<file path="config.mk">
export PLATFORM = sky130hd
export DESIGN_NAME = uart_tx_arbiter
export DESIGN_NICKNAME = d
export VERILOG_FILES = /design/src/rtl/uart_tx_arbiter.sv
export SDC_FILE = /design/constraint.sdc
export NUM_CORES = 1
export LEC_CHECK = 0
export ABC_AREA = 1
export CAP_MARGIN = 20
export CORE_UTILIZATION = 40
export CTS_CLUSTER_SIZE = 30
export DETAILED_ROUTE_END_ITERATION = 10
export PLACE_DENSITY_LB_ADDON = 0.25
export SYNTH_ARGS = -nofsm -noshare
export SYNTH_HDL_FRONTEND = slang
export SYNTH_SLANG_ARGS = --single-unit
export TNS_END_PERCENT = 100
</file>
<file path="constraint.sdc">
create_clock -name clk -period 2.9 [get_ports clk]
set_input_delay 0.725 -clock clk [delete_from_list [all_inputs] [get_ports clk]]
set_output_delay 0.725 -clock clk [all_outputs]
set_load 0.05 [all_outputs]
</file>
<file path="src/rtl/uart_tx_arbiter.sv">
// uart_tx_arbiter: shares one uart TX word interface among NumReq requesters.
// Arbitration is round-robin at message granularity: a winner keeps the lock
// until a word flagged last has fully left the line.
// Optional feature macro: UART_ARB_TIMEOUT_EN adds a lock-hold watchdog that
// releases a stalled lock after TimeoutTicks idle cycles and pulses msg_abort.
// The checker module below holds the design's invariants as assertions.

module uart_tx_arbiter_chk #(
  parameter int NumReq       = 4,
  parameter int DataBits     = 8,
  parameter int TimeoutTicks = 1000
) (
  input logic                clk,
  input logic                reset_n,
  input logic [NumReq-1:0]   req_ready,
  input logic                tx_start,
  input logic                tx_active,
  input logic [DataBits-1:0] tx_word,
  input logic                grant_valid,
  input logic                msg_done,
  input logic                msg_abort
);

  localparam bit ParamsOk = (NumReq >= 2) && (NumReq <= 16) && (DataBits >= 1) &&
                            (TimeoutTicks >= 1);

  a_params_ok: assert property (@(posedge clk) ParamsOk);

  a_ready_onehot0: assert property (@(posedge clk) disable iff (!reset_n)
    $onehot0(req_ready));

  a_start_needs_grant: assert property (@(posedge clk) disable iff (!reset_n)
    tx_start |-> grant_valid);

  a_done_releases: assert property (@(posedge clk) disable iff (!reset_n)
    (msg_done || msg_abort) |-> !grant_valid);

  a_done_abort_excl: assert property (@(posedge clk) disable iff (!reset_n)
    !(msg_done && msg_abort));

  a_start_held: assert property (@(posedge clk) disable iff (!reset_n)
    (tx_start && !tx_active) |=> (tx_start && $stable(tx_word)));

endmodule

module uart_tx_arbiter #(
  parameter int  NumReq       = 4,
  parameter int  DataBits     = 8,
  parameter int  TimeoutTicks = 1000,
  localparam int IdW          = (NumReq > 1) ? $clog2(NumReq) : 1
) (
  input  logic                         clk,
  input  logic                         reset_n,
  input  logic [NumReq-1:0]            req_valid,
  input  logic [NumReq*DataBits-1:0]   req_word,
  input  logic [NumReq-1:0]            req_last,
  output logic [NumReq-1:0]            req_ready,
  output logic                         grant_valid,
  output logic [IdW-1:0]               grant_id,
  output logic                         msg_done,
  output logic                         msg_abort,
  output logic                         tx_start,
  output logic [DataBits-1:0]          tx_word,
  input  logic                         tx_active,
  input  logic                         tx_done
);

  typedef enum logic [2:0] {
    S_IDLE   = 3'd0,
    S_START  = 3'd1,
    S_BUSY   = 3'd2,
    S_DRAIN  = 3'd3,
    S_LOCKED = 3'd4
  } state_t;

  state_t              state_r;
  logic [DataBits-1:0] word_r;
  logic                last_r;
  logic [IdW-1:0]      grant_id_r;
  logic [IdW-1:0]      last_id_r;
  logic                tx_start_r;
  logic                grant_valid_r;
  logic                msg_done_r;

  logic                found_s;
  logic [IdW-1:0]      winner_s;
  logic [IdW-1:0]      scan_s;
  logic                hit_s;
  logic [IdW-1:0]      sel_id_s;
  logic [DataBits-1:0] sel_word_s;
  logic                sel_last_s;
  logic [NumReq-1:0]   req_ready_s;
  logic                xfer_s;

`ifdef UART_ARB_TIMEOUT_EN
  localparam int TmoW = (TimeoutTicks > 1) ? $clog2(TimeoutTicks) : 1;
  logic [TmoW-1:0] tmo_cnt_r;
  logic            msg_abort_r;
`endif

  // Round-robin scan: first valid requester after the last message owner.
  always_comb begin
    found_s  = 1'b0;
    winner_s = {IdW{1'b0}};
    scan_s   = last_id_r;
    hit_s    = 1'b0;
    for (int k = 0; k < NumReq; k++) begin
      scan_s   = (scan_s == IdW'(NumReq - 1)) ? {IdW{1'b0}} : (scan_s + IdW'(1));
      hit_s    = req_valid[scan_s] && !found_s;
      winner_s = hit_s ? scan_s : winner_s;
      found_s  = found_s | hit_s;
    end
  end

  // Word/last mux: the arbitration winner when idle, the lock holder otherwise.
  always_comb begin
    sel_id_s   = (state_r == S_IDLE) ? winner_s : grant_id_r;
    sel_word_s = {DataBits{1'b0}};
    for (int i = 0; i < NumReq; i++) begin
      sel_word_s = (sel_id_s == IdW'(i)) ? req_word[i*DataBits +: DataBits] : sel_word_s;
    end
    sel_last_s = req_last[sel_id_s];
  end

  // Ready is combinational so a requester can transfer in the grant cycle.
  always_comb begin
    req_ready_s = {NumReq{1'b0}};
    case (state_r)
      S_IDLE:   req_ready_s[winner_s]   = found_s;
      S_LOCKED: req_ready_s[grant_id_r] = 1'b1;
      default:  req_ready_s             = {NumReq{1'b0}};
    endcase
    xfer_s = |(req_ready_s & req_valid);
  end

  // Message-level FSM with all outputs registered.
  always_ff @(posedge clk or negedge reset_n) begin
    if (!reset_n) begin
      state_r       <= S_IDLE;
      word_r        <= {DataBits{1'b0}};
      last_r        <= 1'b0;
      grant_id_r    <= {IdW{1'b0}};
      last_id_r     <= IdW'(NumReq - 1);
      tx_start_r    <= 1'b0;
      grant_valid_r <= 1'b0;
      msg_done_r    <= 1'b0;
`ifdef UART_ARB_TIMEOUT_EN
      tmo_cnt_r     <= {TmoW{1'b0}};
      msg_abort_r   <= 1'b0;
`endif
    end else begin
      msg_done_r <= 1'b0;
`ifdef UART_ARB_TIMEOUT_EN
      msg_abort_r <= 1'b0;
`endif
      case (state_r)
        S_IDLE: begin
          if (xfer_s) begin
            word_r        <= sel_word_s;
            last_r        <= sel_last_s;
            grant_id_r    <= winner_s;
            grant_valid_r <= 1'b1;
            tx_start_r    <= 1'b1;
            state_r       <= S_START;
          end else begin
            state_r <= S_IDLE;
          end
        end
        S_START: begin
          // Hold tx_start and the word until the uart reports it has begun.
          if (tx_active) begin
            tx_start_r <= 1'b0;
            state_r    <= S_BUSY;
          end else begin
            state_r <= S_START;
          end
        end
        S_BUSY: begin
          if (tx_done) begin
            state_r <= S_DRAIN;
          end else begin
            state_r <= S_BUSY;
          end
        end
        S_DRAIN: begin
          // tx_active lingers one cycle after tx_done; wait it out so the
          // next word's start is not mistaken for the current one.
          if (!tx_active) begin
            if (last_r) begin
              msg_done_r    <= 1'b1;
              grant_valid_r <= 1'b0;
              last_id_r     <= grant_id_r;
              state_r       <= S_IDLE;
            end else begin
`ifdef UART_ARB_TIMEOUT_EN
              tmo_cnt_r <= {TmoW{1'b0}};
`endif
              state_r <= S_LOCKED;
            end
          end else begin
            state_r <= S_DRAIN;
          end
        end
        S_LOCKED: begin
          if (xfer_s) begin
            word_r     <= sel_word_s;
            last_r     <= sel_last_s;
            tx_start_r <= 1'b1;
            state_r    <= S_START;
          end
`ifdef UART_ARB_TIMEOUT_EN
          else if (tmo_cnt_r == TmoW'(TimeoutTicks - 1)) begin
            // Stalled owner: release the lock; the partial message is left
            // unterminated on the line.
            msg_abort_r   <= 1'b1;
            grant_valid_r <= 1'b0;
            last_id_r     <= grant_id_r;
            state_r       <= S_IDLE;
          end else begin
            tmo_cnt_r <= tmo_cnt_r + TmoW'(1);
          end
`else
          else begin
            state_r <= S_LOCKED;
          end
`endif
        end
        default: begin
          tx_start_r    <= 1'b0;
          grant_valid_r <= 1'b0;
          state_r       <= S_IDLE;
        end
      endcase
    end
  end

  assign req_ready   = req_ready_s;
  assign grant_valid = grant_valid_r;
  assign grant_id    = grant_id_r;
  assign msg_done    = msg_done_r;
  assign tx_start    = tx_start_r;
  assign tx_word     = word_r;
`ifdef UART_ARB_TIMEOUT_EN
  assign msg_abort   = msg_abort_r;
`else
  assign msg_abort   = 1'b0;
`endif

  uart_tx_arbiter_chk #(
    .NumReq       (NumReq),
    .DataBits     (DataBits),
    .TimeoutTicks (TimeoutTicks)
  ) u_chk (
    .clk         (clk),
    .reset_n     (reset_n),
    .req_ready   (req_ready_s),
    .tx_start    (tx_start_r),
    .tx_active   (tx_active),
    .tx_word     (word_r),
    .grant_valid (grant_valid_r),
    .msg_done    (msg_done_r),
    .msg_abort   (msg_abort)
  );

endmodule

</file>
==> impl_metrics.toml <==
[die]
rows = 22
effective_utilization_at_floorplan_pct = 42.8
fp.dieH_um = 65.5
core_region_area_um2 = 3770
die_area_um2 = 4290
io_count = 62
chip_width_um = 65.5

[clocking]
cts.hold.buffers_added = 0
cts_max_level = 1
tritoncts = "done"
cts_made_buffers = 3
clock_tree_buf_depth = 2
count_of_clock_tree_sinks = 19
clockRootBuffer = "clkbuf_8"
worstSkewPairLatency_ns = 0.25
cts.reportedPaths.clkPinSlew_ns = 0.07

[synth]
synth.avg_cell_area_um2 = 6.45
count_of_cell_types_in_the_netlist = 30
yosys_register_bits = 19
synthCells = 250
synth.cell_area_um2 = 1610
synth.yosys.seq_area_share_pct = 29.6
synth_area_leader_cell = "nand2_1"
synth_nets = 295
ys_warn_count = 0
synth_largest_type_area_fraction_pct = 26.5
yosys-top-cells-area = "nand2_1 27%, dfrtp_1 26%, nand3_1 7.4%"

[global_routing]
grt_max_degree = 20
grt_antenna_before_repair = 0
grt_first_pass_wirelength_um = 7730
grt_remaining_overflow = 0
first_global_vias = 1895
grt_usage_pct = 22.2

[worst_setup_path]
cp_num_buf_inv = 2
worst_path_most_repeated_cell = "nand2_2"
max_stage_delay_ns = 0.39
cpLargestDelayFamily = "simple AND/OR/NAND/NOR gates"
cp_data_arrival_time_ns = 2.17
start_kind = "flop"
path_max_fanout = 5
critical_path_class = "reg2out"
worstPathCellList = "ha_4, buf_4, o21ai_2, nand2_1, nand2_2, nand2_4, nand4_1, nand3_2, nor2_2, nand3_1, nand2_2, buf_12"
worstPathRequired_ns = 2.17
cp_slowest_cell = "dfstp_2"
worst_setup_path_end_kind = "output pin"

[final_layout]
final_layout_size_suffix_gt1_share_pct = 28.6
most_used_cells_in_the_layout_excluding_fill_and_tap_cells = "99 x nand2_1, 52 x clkdlybuf4s50_1, 28 x nand2_2, 28 x buf_4, 22 x nand3_1"
regArea_um2 = 478
multiInputGateArea_um2 = 1110
layout.cells.most_common = "nand2_1"
n_antenna_cell = 0
postLayoutCoreUtil_pct = 69.8
final_net_count = 385
areaGrowthSynthToFinish_pct = 63.3
nFillCells = 319

[route]
first_pass_iters = 4
postRouteAntennaNets = 0
initialDrtViolationCount = 123
route.detailed.wl_per_inst_um = 12.1
via_count = 1931
wl_um = 4700
detail_route.vias_per_cell = 4.99
remaining_drc_errors = 0

[sta]
max_clock_freq_mhz = 346
rsz0062_at_grt = "true"
fin_tns_setup_ns = 0
final_count_of_pins_violating_max_slew = 0
timing.final.setup_violations = 0
worst_slew_pin_slew_ns = 0.620
post_route_worst_hold_slack_ns = 0.491
finalHoldViolations = 0
clock_skew_ns = 0.00121
timing.slew.headroom_pct = 58.3
fin_crit_sh_pct = 99.8
clock_period_minus_final_worst_setup_slack_ns = 2.89

[status]
status = "completed"

[placement]
place.gp.congestion = 0.893
port-buffer-count = 60
dpl.hpwl_um = 3400

[job]
timing.max_cap.violations = 0

[worst_hold_path]
class_of_the_worst_hold_path = "reg2reg"
-- per-stage QoR --
step                setup slack (ns)  area [µm²]  instances
floorplan                      0.203        1610        250
global placement             -0.0895        2400        372
detailed placement            -0.124        2400        372
CTS                           0.0147        2500        378
global route                  -0.119        2630        387
finish                       0.00611        2630        387
-- sequential cells by signal, summed over array words and instances, names as in the netlist --
signal       cells
grant_id         2
state_r          3
msg_done         1
tx_start         1
last_id_r        2
last_r           1
tx_word          8
grant_valid      1
-- cell usage after synthesis --
cell and number:
a2111oi_0 1, a21oi_1 2, buf_4 1, buf_6 3, buf_8 1, conb_1 1, dfrtp_1 17, dfstp_2 2
ha_1 1, inv_1 16, inv_2 3, inv_4 1, nand2_1 114, nand2_2 18, nand2_4 1, nand2_8 1
nand3_1 24, nand3_2 3, nand3b_1 1, nand4_1 13, nor2_1 10, nor2_2 2, nor2_4 2, nor2_8 1
nor3_1 1, nor4_1 1, o21ai_0 5, o21ai_1 2, o21ai_2 1, o21bai_1 1
-- worst min-delay path, stage by stage (launching register included) --
cell	delay, ns
dfrtp_1	0.35
nand2_1	0.06
nand2_1	0.05
-- cells by family (layout without fill, tap and decap cells) --
logic type	count (synthesis)	count (layout)	synth area share, %
simple gates	192	192	56.7
buf+inv	25	114	8.30
flops	19	19	29.6
compound gates	12	12	4.34
fa+ha+maj	1	1	0.776
other cells	1	1	0.233
-- area by class of cell --
class	instances	share of cell area (%)
Clock buffer	4	1.71
Inverter	20	3.04
Multi-Input combinational cell	206	42.0
Sequential cell	19	18.1
Tap cell	48	2.28
Timing Repair Buffer	90	32.8
-- repair_timing --
item	in CTS	in global routing
gates resized for setup	18	24
setup buffers	2	9
pin swaps	5	18
endpoints found under the setup margin	4	4
-- layer usage --
metal  wire, µm  track usage, %  vias up
met1       1980            25.3      881
met4         23            3.53        0
met3        252            3.65        2
met2       2440            43.3       70
met5          0               0        -
li1           -               -      978
-- path summary, 6_finish.rpt --
check	startpoint	end	slack [ns]	cells after the start
worst max-delay path	last_id_r[0]	req_ready[0]	0.006	12
worst min-delay path	tx_word[0]	tx_word[0]	0.49	2
worst max register to register	last_id_r[0]	tx_word[0]	0.24	20
worst min register to register	tx_word[0]	tx_word[0]	0.49	2
max in group asynchronous	reset_n	last_id_r[1]	1.84	2
min in group asynchronous	reset_n	state_r[1]	0.80	2
Power is left out: the tool's default activity adds up to more than one toggle a clock period on the data nets, which glitch-free logic cannot reach.
